### config.mk
export PLATFORM = sky130hd
export DESIGN_NAME = unroll_oc_sched
export DESIGN_NICKNAME = d
export VERILOG_FILES = /design/src/rtl/unroll_oc_sched.sv
export SDC_FILE = /design/constraint.sdc
export NUM_CORES = 1
export LEC_CHECK = 0
export CORE_AREA = 2 2 93 95
export CTS_CLUSTER_SIZE = 10
export DETAILED_ROUTE_END_ITERATION = 6
export DIE_AREA = 0 0 95 97
export HOLD_SLACK_MARGIN = 0.02
export PLACE_DENSITY_LB_ADDON = 0.25
export SLEW_MARGIN = 10
export SYNTH_ARGS = -nofsm -noshare
export SYNTH_HDL_FRONTEND = slang
export SYNTH_SLANG_ARGS = --single-unit
### constraint.sdc
create_clock -name clk -period 2.5 [get_ports clk]
set_clock_uncertainty 0.15 [all_clocks]
set_input_delay 0.25 -clock clk [delete_from_list [all_inputs] [get_ports clk]]
set_output_delay 0.25 -clock clk [all_outputs]
set_load 0.01 [all_outputs]
### src/rtl/unroll_oc_sched.sv
// unroll_oc_sched: pass scheduler for the unroll_oc convolution engine.
// Accepts one layer job, then walks tile rows/cols and kernel rows/cols
// (kw innermost, th outermost), issuing one unroll_oc pass per combination
// and reporting accumulator-clear, tile-done and job-done events.
module unroll_oc_sched #(
  parameter int IC_WIDTH        = 5,
  parameter int TILE_SIZE_WIDTH = 5,
  parameter int TILE_CNT_WIDTH  = 4
) (
  input  logic                       clk,
  input  logic                       rst,
  input  logic                       cfg_valid,
  output logic                       cfg_ready,
  input  logic [IC_WIDTH-1:0]        cfg_ic_last,
  input  logic [1:0]                 cfg_kh_last,
  input  logic [1:0]                 cfg_kw_last,
  input  logic [TILE_CNT_WIDTH-1:0]  cfg_th_last,
  input  logic [TILE_CNT_WIDTH-1:0]  cfg_tw_last,
  input  logic [TILE_SIZE_WIDTH-1:0] cfg_ih_last_full,
  input  logic [TILE_SIZE_WIDTH-1:0] cfg_iw_last_full,
  input  logic [TILE_SIZE_WIDTH-1:0] cfg_ih_last_edge,
  input  logic [TILE_SIZE_WIDTH-1:0] cfg_iw_last_edge,
  input  logic                       abort,
  output logic                       start,
  input  logic                       done,
  output logic [IC_WIDTH-1:0]        ic_last,
  output logic [TILE_SIZE_WIDTH-1:0] ih_low_start,
  output logic [TILE_SIZE_WIDTH-1:0] iw_low_start,
  output logic [TILE_SIZE_WIDTH-1:0] ih_low_last,
  output logic [TILE_SIZE_WIDTH-1:0] iw_low_last,
  output logic [1:0]                 kh,
  output logic [1:0]                 kw,
  output logic [TILE_CNT_WIDTH-1:0]  tile_h,
  output logic [TILE_CNT_WIDTH-1:0]  tile_w,
  output logic                       acc_clear,
  output logic                       tile_done,
  output logic                       job_done,
  output logic                       busy
);

  typedef enum logic [1:0] {
    S_IDLE  = 2'd0,
    S_ISSUE = 2'd1,
    S_WAIT  = 2'd2,
    S_NEXT  = 2'd3
  } state_t;

  state_t state_q;
  state_t state_d;

  // Latched job descriptor (ic_last is held directly on its output register)
  logic [1:0]                 kh_last_q;
  logic [1:0]                 kw_last_q;
  logic [TILE_CNT_WIDTH-1:0]  th_last_q;
  logic [TILE_CNT_WIDTH-1:0]  tw_last_q;
  logic [TILE_SIZE_WIDTH-1:0] ih_full_q;
  logic [TILE_SIZE_WIDTH-1:0] iw_full_q;
  logic [TILE_SIZE_WIDTH-1:0] ih_edge_q;
  logic [TILE_SIZE_WIDTH-1:0] iw_edge_q;

  logic done_q;
  logic done_rise;
  logic accept;
  logic advance;

  logic kw_at_last;
  logic kh_at_last;
  logic tw_at_last;
  logic th_at_last;
  logic tile_last;
  logic job_last;

  logic [1:0]                kw_nx;
  logic [1:0]                kh_nx;
  logic [TILE_CNT_WIDTH-1:0] tw_nx;
  logic [TILE_CNT_WIDTH-1:0] th_nx;

  // A done that is already high when WAIT begins must fall and rise again
  // before it counts, so only the 0->1 transition is used.
  assign done_rise = done & ~done_q;

  // abort outranks an accepting cfg_valid in IDLE
  assign accept  = (state_q == S_IDLE) && cfg_valid && !abort;

  assign kw_at_last = (kw == kw_last_q);
  assign kh_at_last = (kh == kh_last_q);
  assign tw_at_last = (tile_w == tw_last_q);
  assign th_at_last = (tile_h == th_last_q);
  assign tile_last  = kw_at_last && kh_at_last;
  assign job_last   = tile_last && tw_at_last && th_at_last;

  // Counters step in NEXT unless this was the final pass (no wrap past last)
  assign advance = (state_q == S_NEXT) && !abort && !job_last;

  // Passes always cover the tile from its first row/column
  assign ih_low_start = '0;
  assign iw_low_start = '0;

  // State register
  always_ff @(posedge clk or posedge rst) begin
    if (rst) begin
      state_q <= S_IDLE;
    end else begin
      state_q <= state_d;
    end
  end

  // Next-state logic: abort returns to IDLE from anywhere
  always_comb begin
    state_d = state_q;
    if (abort) begin
      state_d = S_IDLE;
    end else begin
      case (state_q)
        S_IDLE:  if (cfg_valid) state_d = S_ISSUE;
        S_ISSUE: state_d = S_WAIT;
        S_WAIT:  if (done_rise) state_d = S_NEXT;
        S_NEXT:  state_d = job_last ? S_IDLE : S_ISSUE;
        default: state_d = S_IDLE;
      endcase
    end
  end

  // Outputs decoded from state; event pulses are suppressed in an abort cycle
  always_comb begin
    cfg_ready = (state_q == S_IDLE);
    busy      = (state_q != S_IDLE);
    start     = (state_q == S_ISSUE) && !abort;
    tile_done = (state_q == S_NEXT) && !abort && tile_last;
    job_done  = (state_q == S_NEXT) && !abort && job_last;
  end

  // Registered done for rising-edge detection
  always_ff @(posedge clk or posedge rst) begin
    if (rst) begin
      done_q <= 1'b0;
    end else begin
      done_q <= done;
    end
  end

  // Odometer increment: kw innermost, then kh, tile_w, tile_h
  always_comb begin
    kw_nx = kw;
    kh_nx = kh;
    tw_nx = tile_w;
    th_nx = tile_h;
    if (!kw_at_last) begin
      kw_nx = kw + 2'd1;
    end else begin
      kw_nx = '0;
      if (!kh_at_last) begin
        kh_nx = kh + 2'd1;
      end else begin
        kh_nx = '0;
        if (!tw_at_last) begin
          tw_nx = tile_w + TILE_CNT_WIDTH'(1);
        end else begin
          tw_nx = '0;
          if (!th_at_last) begin
            th_nx = tile_h + TILE_CNT_WIDTH'(1);
          end else begin
            th_nx = '0;
          end
        end
      end
    end
  end

  // Capture the job descriptor when a job is accepted
  always_ff @(posedge clk or posedge rst) begin
    if (rst) begin
      kh_last_q <= '0;
      kw_last_q <= '0;
      th_last_q <= '0;
      tw_last_q <= '0;
      ih_full_q <= '0;
      iw_full_q <= '0;
      ih_edge_q <= '0;
      iw_edge_q <= '0;
      ic_last   <= '0;
    end else if (accept) begin
      kh_last_q <= cfg_kh_last;
      kw_last_q <= cfg_kw_last;
      th_last_q <= cfg_th_last;
      tw_last_q <= cfg_tw_last;
      ih_full_q <= cfg_ih_last_full;
      iw_full_q <= cfg_iw_last_full;
      ih_edge_q <= cfg_ih_last_edge;
      iw_edge_q <= cfg_iw_last_edge;
      ic_last   <= cfg_ic_last;
    end
  end

  // Position counters and first-pass-of-tile flag
  always_ff @(posedge clk or posedge rst) begin
    if (rst) begin
      kh        <= '0;
      kw        <= '0;
      tile_h    <= '0;
      tile_w    <= '0;
      acc_clear <= 1'b0;
    end else if (accept) begin
      kh        <= '0;
      kw        <= '0;
      tile_h    <= '0;
      tile_w    <= '0;
      acc_clear <= 1'b1;
    end else if (advance) begin
      kh        <= kh_nx;
      kw        <= kw_nx;
      tile_h    <= th_nx;
      tile_w    <= tw_nx;
      acc_clear <= (kh_nx == 2'd0) && (kw_nx == 2'd0);
    end
  end

  // Tile extent: the last tile row/column may be partial and uses the edge extent
  always_ff @(posedge clk or posedge rst) begin
    if (rst) begin
      ih_low_last <= '0;
      iw_low_last <= '0;
    end else if (accept) begin
      ih_low_last <= (cfg_th_last == '0) ? cfg_ih_last_edge : cfg_ih_last_full;
      iw_low_last <= (cfg_tw_last == '0) ? cfg_iw_last_edge : cfg_iw_last_full;
    end else if (advance) begin
      ih_low_last <= (th_nx == th_last_q) ? ih_edge_q : ih_full_q;
      iw_low_last <= (tw_nx == tw_last_q) ? iw_edge_q : iw_full_q;
    end
  end

endmodule

After elaboration in Yosys (flattened, before gate mapping). Cells that the tools add are included.

Register bits after elaboration: 63. Input port bits: 42.

Add/subtract/negate cells: 4. Bitwise operators: 2. Muxes and demuxes: 33. Reductions and logical operators: 21. Equality and inequality tests: 11.

Operator list (count): two-way mux 4 bit (11); two-way mux 5 bit (8); two-way mux 2 bit (10); == test 4 bit (4); logical AND 1 bit (11); adder 4 x 1 -> 4 bit, second input constant (2); zero test 4 bit (2); one-hot mux 2 bit (4 select lines) (1); zero test 2 bit (3); adder 2 x 1 -> 2 bit, second input constant (2); == test 2 bit (2); == test 2 bit, second input constant (2); nonzero test 2 bit (2); two-way mux 1 bit (3); inequality test 3 x 2 -> 1 bit, second input constant (1); inequality test 3 bit, second input constant (1); == test 2 x 1 -> 1 bit, second input constant (1); zero test 1 bit (2); AND reduction 2 bit (1); AND 1 bit (1); inverter 1 bit (1).

Longest topological paths before layout.
Depth in word-level cells: 9. Gate-level depth with buffers: 10. Depth with buffers taken out: 8.

Worst setup path before layout. Ideal clock, no wire load.

Kind: reg2reg. Start: register tile_h[3]. End: register ih_low_last[0]. Period minus slack after synthesis: 2462 ps. Setup slack: 38 ps. Stages on the path, launching flop included: 8. Path buffers: 0. Data arrival time: 2187 ps. Required time: 2225 ps. Setup time: 125 ps. Cells stage by stage: dfrtp_1 -> xor2_1 -> or4_4 -> and4_4 -> o32ai_4 -> o2111ai_4 -> mux2i_1 -> o21ai_1.

Longest elaborated chain between the ends: 9. Elaborated cells between the ends (all ways): 14. Those cells by class: add/sub: 1; eq/ne: 2; mux: 7; reduce/logical: 4.

Ends and longest elaborated chain: start: declaration (line 33) `output logic [TILE_CNT_WIDTH-1:0] tile_h,`; start signal: assignment (line 212) `tile_h <= th_nx;`; adder 4 x 1 -> 4 bit / == test 4 bit (equally long branches) (line 161, 88); two-way mux 4 bit (line 160) `if (!th_at_last) begin`; two-way mux 4 bit (line 156) `if (!tw_at_last) begin`; two-way mux 4 bit (line 152) `if (!kh_at_last) begin`; two-way mux 4 bit (line 148) `if (!kw_at_last) begin`; == test 4 bit (line 227) `ih_low_last <= (th_nx == th_last_q) ? ih_edge_q : ih_full_q;`; two-way mux 5 bit (line 227); two-way mux 5 bit (line 226) `end else if (advance) begin`; two-way mux 5 bit (line 223) `end else if (accept) begin`; end signal: assignment (line 224) `ih_low_last <= (cfg_th_last == '0) ? cfg_ih_last_edge : cfg_ih_last_full;`; end signal: assignment (line 227); end: declaration (line 29) `output logic [TILE_SIZE_WIDTH-1:0] ih_low_last,`.

Several ways; a longest one is shown, not always the timed one. The select of a mux whose other input is x is not followed. A chain may end at the register's enable or synchronous reset.

Worst setup path after layout.
Start: register tile_h[3]. End: register ih_low_last[4].

The elaborated chain is that of the path after synthesis.

==> impl_metrics.tcl <==
set metrics [dict create \
    drcViolationCount 0 \
    rr_startpoint "tile_h[3]" \
    hold_viol_final 0 \
    synth_common_cells "129 x nand2_1, 63 x dfrtp_1, 31 x nor2_1" \
    power_leakage_nw 2.303 \
    synth-seq-cells 63 \
    first_iter_violations 132 \
    vias_per_cell 5.203 \
    relSlewSlack_pct 62.95 \
    final_cells 644 \
    hpwlAfterDp_mm 6.795 \
    setup_slack_ns 0.05022 \
    r2r_cells 7 \
    die_area_mm2 0.009215 \
    synthAdderAreaFrac_pct 2.420 \
    grt_start_max_net_pins 64 \
    cts_hold_buffers 0 \
    synth-edff-count 0 \
    tightest_slew_ns 0.5557 \
    routed_wl_mm 9.677 \
    vias 3351 \
    finalWeightedCongestion 0.8708 \
    period_minus_slack_ns 2.450 \
    cp.required_ns 2.57 \
    row_count 33 \
    dominantRegCellSynth "dfrtp_1" \
    ant_nets 0 \
    status "finished clean" \
    timing.hold.ws_ns 0.1307 \
    dr_wl_met2_mm 4.748 \
    yosys_warnings 0 \
    vdd_drop_max_mv 0.4803 \
    clock-sinks 63 \
    syn_avg_cell_area_um2 8.636 \
    clk_pin_slew_ns 0.07 \
    die_w_um 95 \
    cp-start-kind "register" \
    nNetsFinal 583 \
    power_per_cell_area_mw_per_mm2 1013 \
    hold_class "input pin to asynchronous set/reset pin" \
    fmax_mhz 408.2 \
    slew_violations 0 \
    placed_cells 621 \
    synth_top_family_by_area "simple AND/OR/NAND/NOR gates" \
    grt_setup_unrepaired "true" \
    power_mw 5.117 \
    routedWlPerCell_um 15.03 \
    ios 85 \
    cts_tree "done" \
    setup-violations-final 0 \
    start_util_pct 44.49 \
    diodes 0 \
    crit_type "register to register" \
    grt_use_total_pct 21.58 \
    cts_root_buf "clkbuf_8" \
    muxShareOfSynthArea_pct 4.979 \
    yosys.area_share.xor_xnor_pct 5.014 \
    r2r-end "ih_low_last[4]" \
    cp.arrival_ns 2.52 \
    ys_async_sr_fraction_pct 100.0 \
    slowest_delay_ns 0.60 \
    synth-simple-area-share_pct 25.31 \
    antenna_found_initial 0 \
    cts-buffers-inserted 9 \
    h-tree-depth 3 \
    grt_pass1_vias 3227 \
    synth_area_leaders "dfrtp_1 44%, nand2_1 13%, mux2i_1 5.0%, nor2_1 3.2%, buf_4 2.5%" \
    critPathBufInv 0 \
    synth_compound_area_share_pct 13.49 \
    synth_most_common_cell "nand2_1" \
    die_h_um 97 \
    yosysUniqueCellTypes 49 \
    grt_overflow 0 \
    critPathCaptureType "register" \
    highest_layer "met4" \
    grt_first_pass_wirelength_mm 15.59 \
    cp_max_fo 5 \
    io_buffers 74 \
    setup_tns_ns 0 \
    ys_seq_area_share_pct 43.57 \
    crit_family "simple AND/OR/NAND/NOR gates" \
    wl_met1_mm 4.422 \
    area_growth_pct 39.59 \
    core_mm2 0.008134 \
    drive_gt1_share_pct 17.63 \
    netlist.area_leader.share_pct 43.57 \
    pre_cts_ws_ns -0.09434 \
    cp_cell_sequence "xor2_1 > or4_4 > and4_4 > o32ai_4 > o2111ai_4 > mux2i_1 > o21ai_1" \
    cap_viol_max_count 0 \
    clk_latency_ns 0.34 \
    yosys.area.top_type "dfrtp_1" \
    syn_inst 419 \
    ctsLongestPathBuffers 2 \
    met3WireLength_um 364 \
    reg2reg_setup_slack_ns 0.05 \
    syn-cell-area_mm2 0.003618 \
    cp_slowest_cell "or4_4" \
    period_share_pct 97.99 \
    drt_first_pass_iters 4 \
]
## flip-flops by register name, indices dropped and copies added, names as in the netlist
register and flops:
ic_last 5, ih_edge_q 5, ih_full_q 5, ih_low_last 5
iw_edge_q 5, iw_full_q 5, iw_low_last 5, th_last_q 4
tile_h 4, tile_w 4, tw_last_q 4, kh 2
kh_last_q 2, kw 2, kw_last_q 2, state_q 2
acc_clear 1, done_q 1
## cell families (layout without fill, tap and decap cells)
logic type / count (synthesis) / count (layout)
and+or+nand+nor: 205 / 205
AOI/OAI and AO/OA: 70 / 70
DFF: 63 / 63
buffers and inverters: 36 / 147
xor gates and xnor gates: 19 / 19
muxes: 18 / 18
adders and majority gates: 7 / 7
other: 1 / 10
## worst reg2reg max path, cell delays in order, from the launching register on
cell and delay (ns):
dfrtp_1 0.40, xor2_1 0.18, or4_4 0.60, and4_4 0.21
o32ai_4 0.25, o2111ai_4 0.25, mux2i_1 0.22, o21ai_1 0.07
## final cells by class
class,count,area [um2]
Multi-Input combinational cell,329,1996
Clock inverter,3,17.52
Timing Repair Buffer,124,1144
Fill cell,701,3083
Sequential cell,63,1578
Clock buffer,13,158.9
Inverter,7,26.28
Tap cell,105,131.4
## worst max path at each step
stage	cells after the start	start	slack, ns	endpoint
6_report	7	tile_h[3]	0.05	ih_low_last[4]
5_1_grt	7	th_last_q[3]	-0.05	ih_low_last[3]
4_1_cts	7	tile_h[2]	0.001	ih_low_last[4]
3_5_place_dp	7	tile_w[3]	-0.09	ih_low_last[4]
3_3_place_gp	7	tile_w[3]	0.07	iw_low_last[3]
2_1_floorplan	7	tile_h[3]	0.04	ih_low_last[0]
## power breakdown
group          internal [mW]  switching, mW  leakage, nW  total (mW)
clock                  0.412          0.398       0.0894       0.810
sequential              1.41          0.299        0.797        1.71
combinational           1.27           1.33         1.42        2.60
total                   3.09           2.02         2.30        5.12
## routing by layer
| layer | vias up | GRT usage [%] |
|---|---|---|
| met3 | 11 | 4.128 |
| met2 | 77 | 34.53 |
| met5 | - | 0 |
| li1 | 1637 | - |
| met4 | 0 | 6.689 |
| met1 | 1626 | 29.44 |
## stage by stage
stage / instance area [um2] / utilization, %
2_1_floorplan: 3652 / -
3_3_place_gp: 4721 / 58.04
3_5_place_dp: 4721 / 58.04
4_1_cts: 4940 / 60.73
5_1_grt: 5051 / 62.10
6_report: 5051 / 62.10
## cells in the final DEF, fill, tap and decap left out, drive strengths merged, types with 2 or more instances in the layout
master         count
buf               50
nand4              3
clkinv             2
a21oi             13
nor2              31
nor4               3
o211ai             8
a211oi             3
nand2b             4
nand3b             2
ha                 7
nand2            129
nor2b              2
dfrtp             63
nand3             14
a31oi             10
xor2               7
o21ai             21
or2                2
and4               4
o31ai              2
nor3               2
or4                6
clkdlybuf4s50     73
inv                7
clkbuf            13
a21o               2
conb              10
mux2i             18
xnor2             12
a22oi              4
## timing repair
action / 4_1_cts / 5_1_grt
endpoints found under the setup margin: 12 / 12
buffers inserted: 3 / 4
gates resized for setup: 6 / 15
pin swaps: 5 / 12
cloned: 0 / 0
Power figures use the tool's default switching activity.
